===== config.mk =====
export PLATFORM = sky130hd
export DESIGN_NAME = spi_sck_gen
export DESIGN_NICKNAME = d
export VERILOG_FILES = /design/src/rtl/spi_sck_gen.sv
export SDC_FILE = /design/constraint.sdc
export NUM_CORES = 1
export LEC_CHECK = 0
export CORE_UTILIZATION = 40
export CTS_CLUSTER_SIZE = 8
export DETAILED_ROUTE_END_ITERATION = 7
export GPL_TIMING_DRIVEN = 0
export HOLD_SLACK_MARGIN = 0.05
export PLACE_DENSITY = 0.72
export SETUP_SLACK_MARGIN = 0.4
export SLEW_MARGIN = 10
export SYNTH_ARGS = -nofsm -noshare
export SYNTH_HDL_FRONTEND = slang
export SYNTH_SLANG_ARGS = --single-unit

===== constraint.sdc =====
create_clock -name clk_cpu -period 2.5 [get_ports clk_cpu]
set_clock_uncertainty 0.15 [all_clocks]
set_input_delay 0.375 -clock clk_cpu [delete_from_list [all_inputs] [get_ports clk_cpu]]
set_output_delay 0.375 -clock clk_cpu [all_outputs]
set_load 0.02 [all_outputs]

===== src/rtl/spi_sck_gen.sv =====
// SPI serial-clock generator: produces SCK for a fixed number of bits and
// emits sample/shift strobes aligned to the SCK edges for the active mode.
module spi_sck_gen #(
    parameter int DIV_W = 32,
    parameter int NB_W  = 6
) (
    input  logic             clk_cpu,
    input  logic             rst,
    input  logic             en,
    input  logic             start,
    input  logic [DIV_W-1:0] spi_bitrate,
    input  logic             cpol,
    input  logic             cpha,
    input  logic [NB_W-1:0]  nbits,
    output logic             SCK,
    output logic             busy,
    output logic             done,
    output logic             sample,
    output logic             shift
);

    localparam logic [0:0] IDLE = 1'b0;
    localparam logic [0:0] RUN  = 1'b1;

    logic [0:0]       state;
    logic [DIV_W-1:0] half_q;
    logic [DIV_W-1:0] div_cnt;
    logic [6:0]       edge_cnt;
    logic [6:0]       edge_total;
    logic             cpol_q;
    logic             cpha_q;

    logic             accept;
    logic             wrap;
    logic [6:0]       next_edge;
    logic             last_edge;
    logic             odd_edge;

    assign accept    = start && (nbits != '0) && (nbits <= NB_W'(32));
    assign wrap      = (div_cnt == half_q - DIV_W'(1));
    assign next_edge = edge_cnt + 7'd1;
    assign last_edge = (next_edge == edge_total);
    assign odd_edge  = next_edge[0];
    assign busy      = (state == RUN);

    // Every transfer is 2*nbits edges; the last edge is forced to the latched
    // idle level so SCK always ends where the mode says it should.
    always_ff @(posedge clk_cpu or negedge rst) begin
        if (!rst) begin
            state      <= IDLE;
            half_q     <= '0;
            div_cnt    <= '0;
            edge_cnt   <= '0;
            edge_total <= '0;
            cpol_q     <= 1'b0;
            cpha_q     <= 1'b0;
            SCK        <= 1'b0;
            done       <= 1'b0;
            sample     <= 1'b0;
            shift      <= 1'b0;
        end else begin
            done   <= 1'b0;
            sample <= 1'b0;
            shift  <= 1'b0;
            if (!en) begin
                state    <= IDLE;
                div_cnt  <= '0;
                edge_cnt <= '0;
                SCK      <= cpol;
            end else begin
                case (state)
                    IDLE: begin
                        SCK      <= cpol;
                        div_cnt  <= '0;
                        edge_cnt <= '0;
                        if (accept) begin
                            state      <= RUN;
                            half_q     <= (spi_bitrate == '0) ? DIV_W'(1) : spi_bitrate;
                            cpol_q     <= cpol;
                            cpha_q     <= cpha;
                            edge_total <= 7'(nbits) << 1;
                        end
                    end
                    RUN: begin
                        if (wrap) begin
                            div_cnt  <= '0;
                            edge_cnt <= next_edge;
                            SCK      <= last_edge ? cpol_q : ~SCK;
                            // cpha=0 samples on odd edges, cpha=1 on even edges
                            sample   <= odd_edge ^ cpha_q;
                            shift    <= ~(odd_edge ^ cpha_q);
                            if (last_edge) begin
                                done  <= 1'b1;
                                state <= IDLE;
                            end
                        end else begin
                            div_cnt <= div_cnt + DIV_W'(1);
                        end
                    end
                    default: state <= IDLE;
                endcase
            end
        end
    end

endmodule


### Word-level counts from Yosys, hierarchy flattened

Index checks and enable logic that the tools add are counted.

| operators by class | value |
|---|---|
| add/sub/neg operators | 3 |
| $lt $le $gt $ge | 1 |
| eq/ne operators | 3 |
| muxes and demuxes | 26 |
| bitwise logic cells | 4 |
| reductions and logical operators | 5 |

Operators by type and width:

| kind | number |
|---|---|
| two-way mux 32 bit | 3 |
| one-hot mux 32 bit (2 select lines) | 1 |
| adder 32 x 1 -> 32 bit, second input constant | 1 |
| == test 32 bit | 1 |
| zero test 32 bit | 1 |
| subtractor 32 x 1 -> 32 bit, second input constant | 1 |
| two-way mux 1 bit | 17 |
| two-way mux 7 bit | 2 |
| one-hot mux 7 bit (2 select lines) | 1 |
| adder 7 x 1 -> 7 bit, second input constant | 1 |
| == test 7 bit | 1 |
| <= comparator 6 bit, second input constant | 1 |
| nonzero test 6 bit | 1 |
| one-hot mux 1 bit (2 select lines) | 2 |
| inequality test 3 x 2 -> 1 bit, second input constant | 1 |
| inverter 1 bit | 3 |
| AND reduction 3 bit | 1 |
| logical AND 1 bit | 2 |
| bitwise XOR 1 bit | 1 |

| word-level totals | value |
|---|---|
| register bits after elaboration | 84 |
| input port bits | 44 |
| output and inout bits | 5 |
| word-level logic and storage cells | 53 |

### Depth between registers and ports, before layout

| logic depth | value |
|---|---|
| depth after elaboration | 6 |
| gate-level depth with buffers | 12 |
| mapped depth without buffers | 10 |

### Least setup slack after synthesis

OpenSTA, ideal clock, no wires.

| timing | value |
|---|---|
| kind | flip-flop to flip-flop |
| from | register half_q[11] |
| to | register edge_cnt[5] |
| setup time | 0.120 ns |
| arrival | 2.477 ns |
| required time | 2.230 ns |
| setup slack | -0.247 ns |
| cell stages (with the launch flop) | 11 |
| buffers on the path | 2 |
| clock period less this slack | 2.747 ns |
| cells stage by stage | dfrtp_1 > nor4_2 > nand3_2 > nor3_1 > mux2_1 > a32oi_1 > and4b_1 > buf_6 > buf_6 > a21oi_1 > a31o_1 |

| between the ends | value |
|---|---|
| cells in the longest elaborated chain, start to end | 3 |

Ends and longest elaborated chain:

| what | RTL line | source |
|---|---|---|
| start: declaration | 26 | `logic [DIV_W-1:0] half_q;` |
| start signal: assignment | 78 | `half_q <= (spi_bitrate == '0) ? DIV_W'(1) : spi_bitrate;` |
| subtractor 32 x 1 -> 32 bit | 40 | `assign wrap = (div_cnt == half_q - DIV_W'(1));` |
| == test 32 bit | 40 |  |
| inequality test 3 x 2 -> 1 bit (no line) | - |  |
| end signal: assignment | 87 | `edge_cnt <= next_edge;` |
| end: declaration | 28 | `logic [6:0] edge_cnt;` |

No other way between the ends.
A chain may end at the register's enable or synchronous reset.

### Final worst setup path

| timing | value |
|---|---|
| from | register half_q[7] |
| to | register div_cnt[4] |

| between the ends | value |
|---|---|
| cells in the longest elaborated chain, start to end | 5 |

Ends and longest elaborated chain:

| what | RTL line | source |
|---|---|---|
| subtractor 32 x 1 -> 32 bit | 40 |  |
| == test 32 bit | 40 |  |
| two-way mux 32 bit | 85 | `if (wrap) begin` |
| one-hot mux 32 bit (2 select lines) | 71 | `case (state)` |
| two-way mux 32 bit | 65 | `if (!en) begin` |
| end signal: assignment | 97 | `div_cnt <= div_cnt + DIV_W'(1);` |
| end: declaration | 27 | `logic [DIV_W-1:0] div_cnt;` |

No other way between the ends.

==> results by group <==
Outcome
  – Status: complete, but fails checks
  – Violated checks: setup timing

Detailed routing
  – DR vias: between 4,000 and 5,000
  – Wirelength per Cell: 17.7 um
  – Drt drc: 0
  – Final WL: roughly 14 mm
  – Avg Vias per Cell: 5.50
  – Drt first pass iters: 4
  – Post-DRT Antenna Nets: 0
  – Initial DRC Count: 272

Logic synthesis
  – EDFF count, synth: 0
  – Mapped cell area: 4980 sq um
  – Post-synthesis cell count: 501
  – Syn_area_per_cell: 9.94 sq um
  – Synth cell types: 58
  – Ys flop type: dfrtp_1
  – Post-Syn Nets: 548
  – Post-synthesis sequential area ratio: 42.2%
  – Post-synth ARST share: 100%
  – Synth Warn #: 0
  – Flop and latch count out of synthesis: 84

STA
  – Worst-Margin Slew: slightly below 500 ps
  – Slew Limit Fails: 0
  – Fmax achieved: 332 MHz
  – RSZ-0062 raised after global routing: true
  – Final setup fails: 44
  – Setup TNS: -21,000 ps
  – Final hold viol count: 0
  – Fin crit period: 3010 ps
  – Final period util: 120%
  – Relative slew slack: 67.0%
  – Final WS setup: -510 ps

GRT
  – Largest net degree at the start of global routing: 61
  – First-pass GRT wire length: ~22 mm
  – Overflow after GRT: 0
  – GRT Util Overall: 22.2%
  – Initial antenna violation count: 0
  – Vias in the first global route: 4,300

Flow run
  – Maxcap violations: 0

CTS
  – Worst-path clk slew: ~60 ps
  – Number of CTS-inserted buffers: 9
  – Worst-Skew Late Latency: 350 ps
  – H-Tree Level Count: 3
  – Root buffer selected by CTS: clkbuf_16
  – CTS tree: yes
  – Clock Tree Buf Depth: 2
  – Clock sinks: 84

Worst setup path
  – R2R setup slack: -510 ps
  – Kind of launch point of the worst setup path: register
  – Critical Path End: div_cnt[4]
  – Crit. End Element: register
  – Reg2reg path depth: 12
  – Reg2reg start: half_q[7]
  – Crit path from: half_q[7]
  – Crit Path Class: register to register
  – Highest net fanout along the worst path: 10
  – R2R Path End: div_cnt[4]
  – CP Data Arrival Time: ~3100 ps
  – CP Data Required Time: 2590 ps

Power
  – Cell area power density: 653 nW/um^2
  – Peak VDD IR: 0.393 mV
  – Leak Pwr: about 2.7 nW
  – Total power after layout: 4.41 mW

Die
  – Die area: 12,900 sq um
  – Rows: 40
  – Core Area: 12,100 sq um
  – I/O pin count: 49
  – Initial core utilization: 41.3%
  – Die Span Y: 114 um
  – Die W: 114 um

Finish
  – Area occupied by registers: 2110 sq um
  – Final net count: 644
  – Diode count: 0
  – Share of layout cells above drive strength 1: 27.4%
  – Synthesis-to-finish area growth: 35.4%
  – Footprint of the multi-input gates: 3030 sq um
  – Leading cell type in the layout, fill and taps excluded: dfrtp_1
  – Commonest non-fill, non-tap cells in the layout: 77 x dfrtp_1, 43 x clkdlybuf4s50_1, 42 x xnor2_1, 35 x xor2_1, 35 x nand2_1
  – Filler Cells Inserted: 1,021

Worst hold path
  – Worst Hold Class: input port to register

Place
  – IO Port Bufs: 48
  – Routability cong.: 0.872
  – DPL Wire Length: 9.54 mm
critical path, cell delays in order (launching register included):
cell       delay (ps)
dfrtp_2           450
nor4_4            270
buf_4             170
buf_4             110
nand4_1           180
o22ai_1           290
o2111ai_1         200
nor4_2            230
and4b_1           280
buf_6             150
nand2b_4          190
buf_8             170
nor2_2             50
Yosys cell counts, types with 2 or more instances:
master	count	share of area, %
ha_1	3	0.75
nand4_1	11	1.4
o31ai_1	3	0.45
buf_6	7	1.6
a31o_1	2	0.35
and4_1	3	0.53
and2_1	2	0.25
nand3b_1	3	0.45
buf_1	4	0.30
nand4b_1	4	0.70
nand2b_1	4	0.50
xor2_1	35	6.2
buf_2	2	0.20
a22o_1	30	5.3
nor2_2	28	3.5
clkbuf_1	6	0.45
and3_1	11	1.4
or4_1	7	1.1
a211oi_1	2	0.30
mux2i_1	4	0.80
nor3b_1	3	0.45
nand3_1	18	1.8
nor2_1	40	3.0
nor3_1	13	1.3
nor4b_1	2	0.35
inv_1	7	0.53
xnor2_1	44	7.7
nor4_1	19	2.4
o21a_1	2	0.30
a22oi_1	2	0.30
nand2_1	37	2.8
mux2_2	9	2.0
nor2b_1	3	0.38
a21oi_1	9	0.90
o31a_1	2	0.35
o21ai_0	7	0.70
o2111ai_1	3	0.53
nor4_2	4	1.0
dfrtp_1	84	42
o211ai_1	4	0.60
registers in the layout (all words and copies together) (netlist names):
register / cells
SCK: 1
busy: 1
cpol_q: 1
shift: 1
div_cnt: 32
edge_cnt: 7
edge_total: 6
sample: 1
done: 1
half_q: 32
cpha_q: 1
logic make-up (layout without fill, tap and decap cells):
| logic type | Yosys count | count (layout) | share of synthesized area, % |
|---|---|---|---|
| buf+inv | 26 | 127 | 3.06 |
| compound gates | 74 | 74 | 11.4 |
| fa+ha+maj | 3 | 3 | 0.753 |
| xor+xnor | 79 | 79 | 13.9 |
| flops | 84 | 84 | 42.2 |
| mux | 14 | 14 | 3.06 |
| simple gates | 221 | 221 | 25.7 |
area by class of cell:
class | instances | area share (%)
repair buffers | 85 | 12.3
clock inverters | 6 | 1.65
well taps | 168 | 3.12
flip-flops and latches | 84 | 31.3
clock buffers | 10 | 3.54
multi-input cells | 391 | 44.8
plain buffers | 19 | 2.84
inverters | 7 | 0.389
power breakdown:
group	internal (mW)	switching, mW
Sequential	1.51	0.230
Combinational	0.578	0.536
Clock	1.00	0.555
through the flow:
step           std cells  area [sq um]  setup slack (ps)  hold slack, ps  utilization [%]
6_report             770          6750              -510             181             55.9
3_3_place_gp         717          5720             -2060             362             47.4
3_5_place_dp         718          5750              -742             162             47.7
5_1_grt              770          6750              -627             187             55.9
4_1_cts              759          6470              -457             246             53.7
2_1_floorplan        501          5030              -138           -70.6                -
routing by layer:
metal	track usage (%)	vias to the layer above	share of wire (%)
met5	0	-	0
met4	11.5	0	3.5
met3	3.35	33	4.3
met2	37.0	105	50
met1	28.0	2086	42
li1	-	2010	-
repair_timing:
action                     4_1_cts  5_1_grt
gates resized for setup         48       41
hold endpoints to repair        24        0
cloned                           1        2
hold buffers                     1        0
pin swaps                       16       23
setup endpoints to repair       83       83
buffers inserted                23        9
how the worst min path moves through the flow:
stage	to	from	cells after the start	slack, ps
detailed placement	div_cnt[30]	rst	1	160
global route	edge_total[5]	nbits[4]	2	190
CTS	edge_total[1]	nbits[0]	2	250
global placement	cpha_q	cpha_q	1	360
floorplan	SCK	rst	0	-70
finish	edge_total[5]	nbits[4]	2	180
No activity file was read; power rests on OpenSTA's default activity.
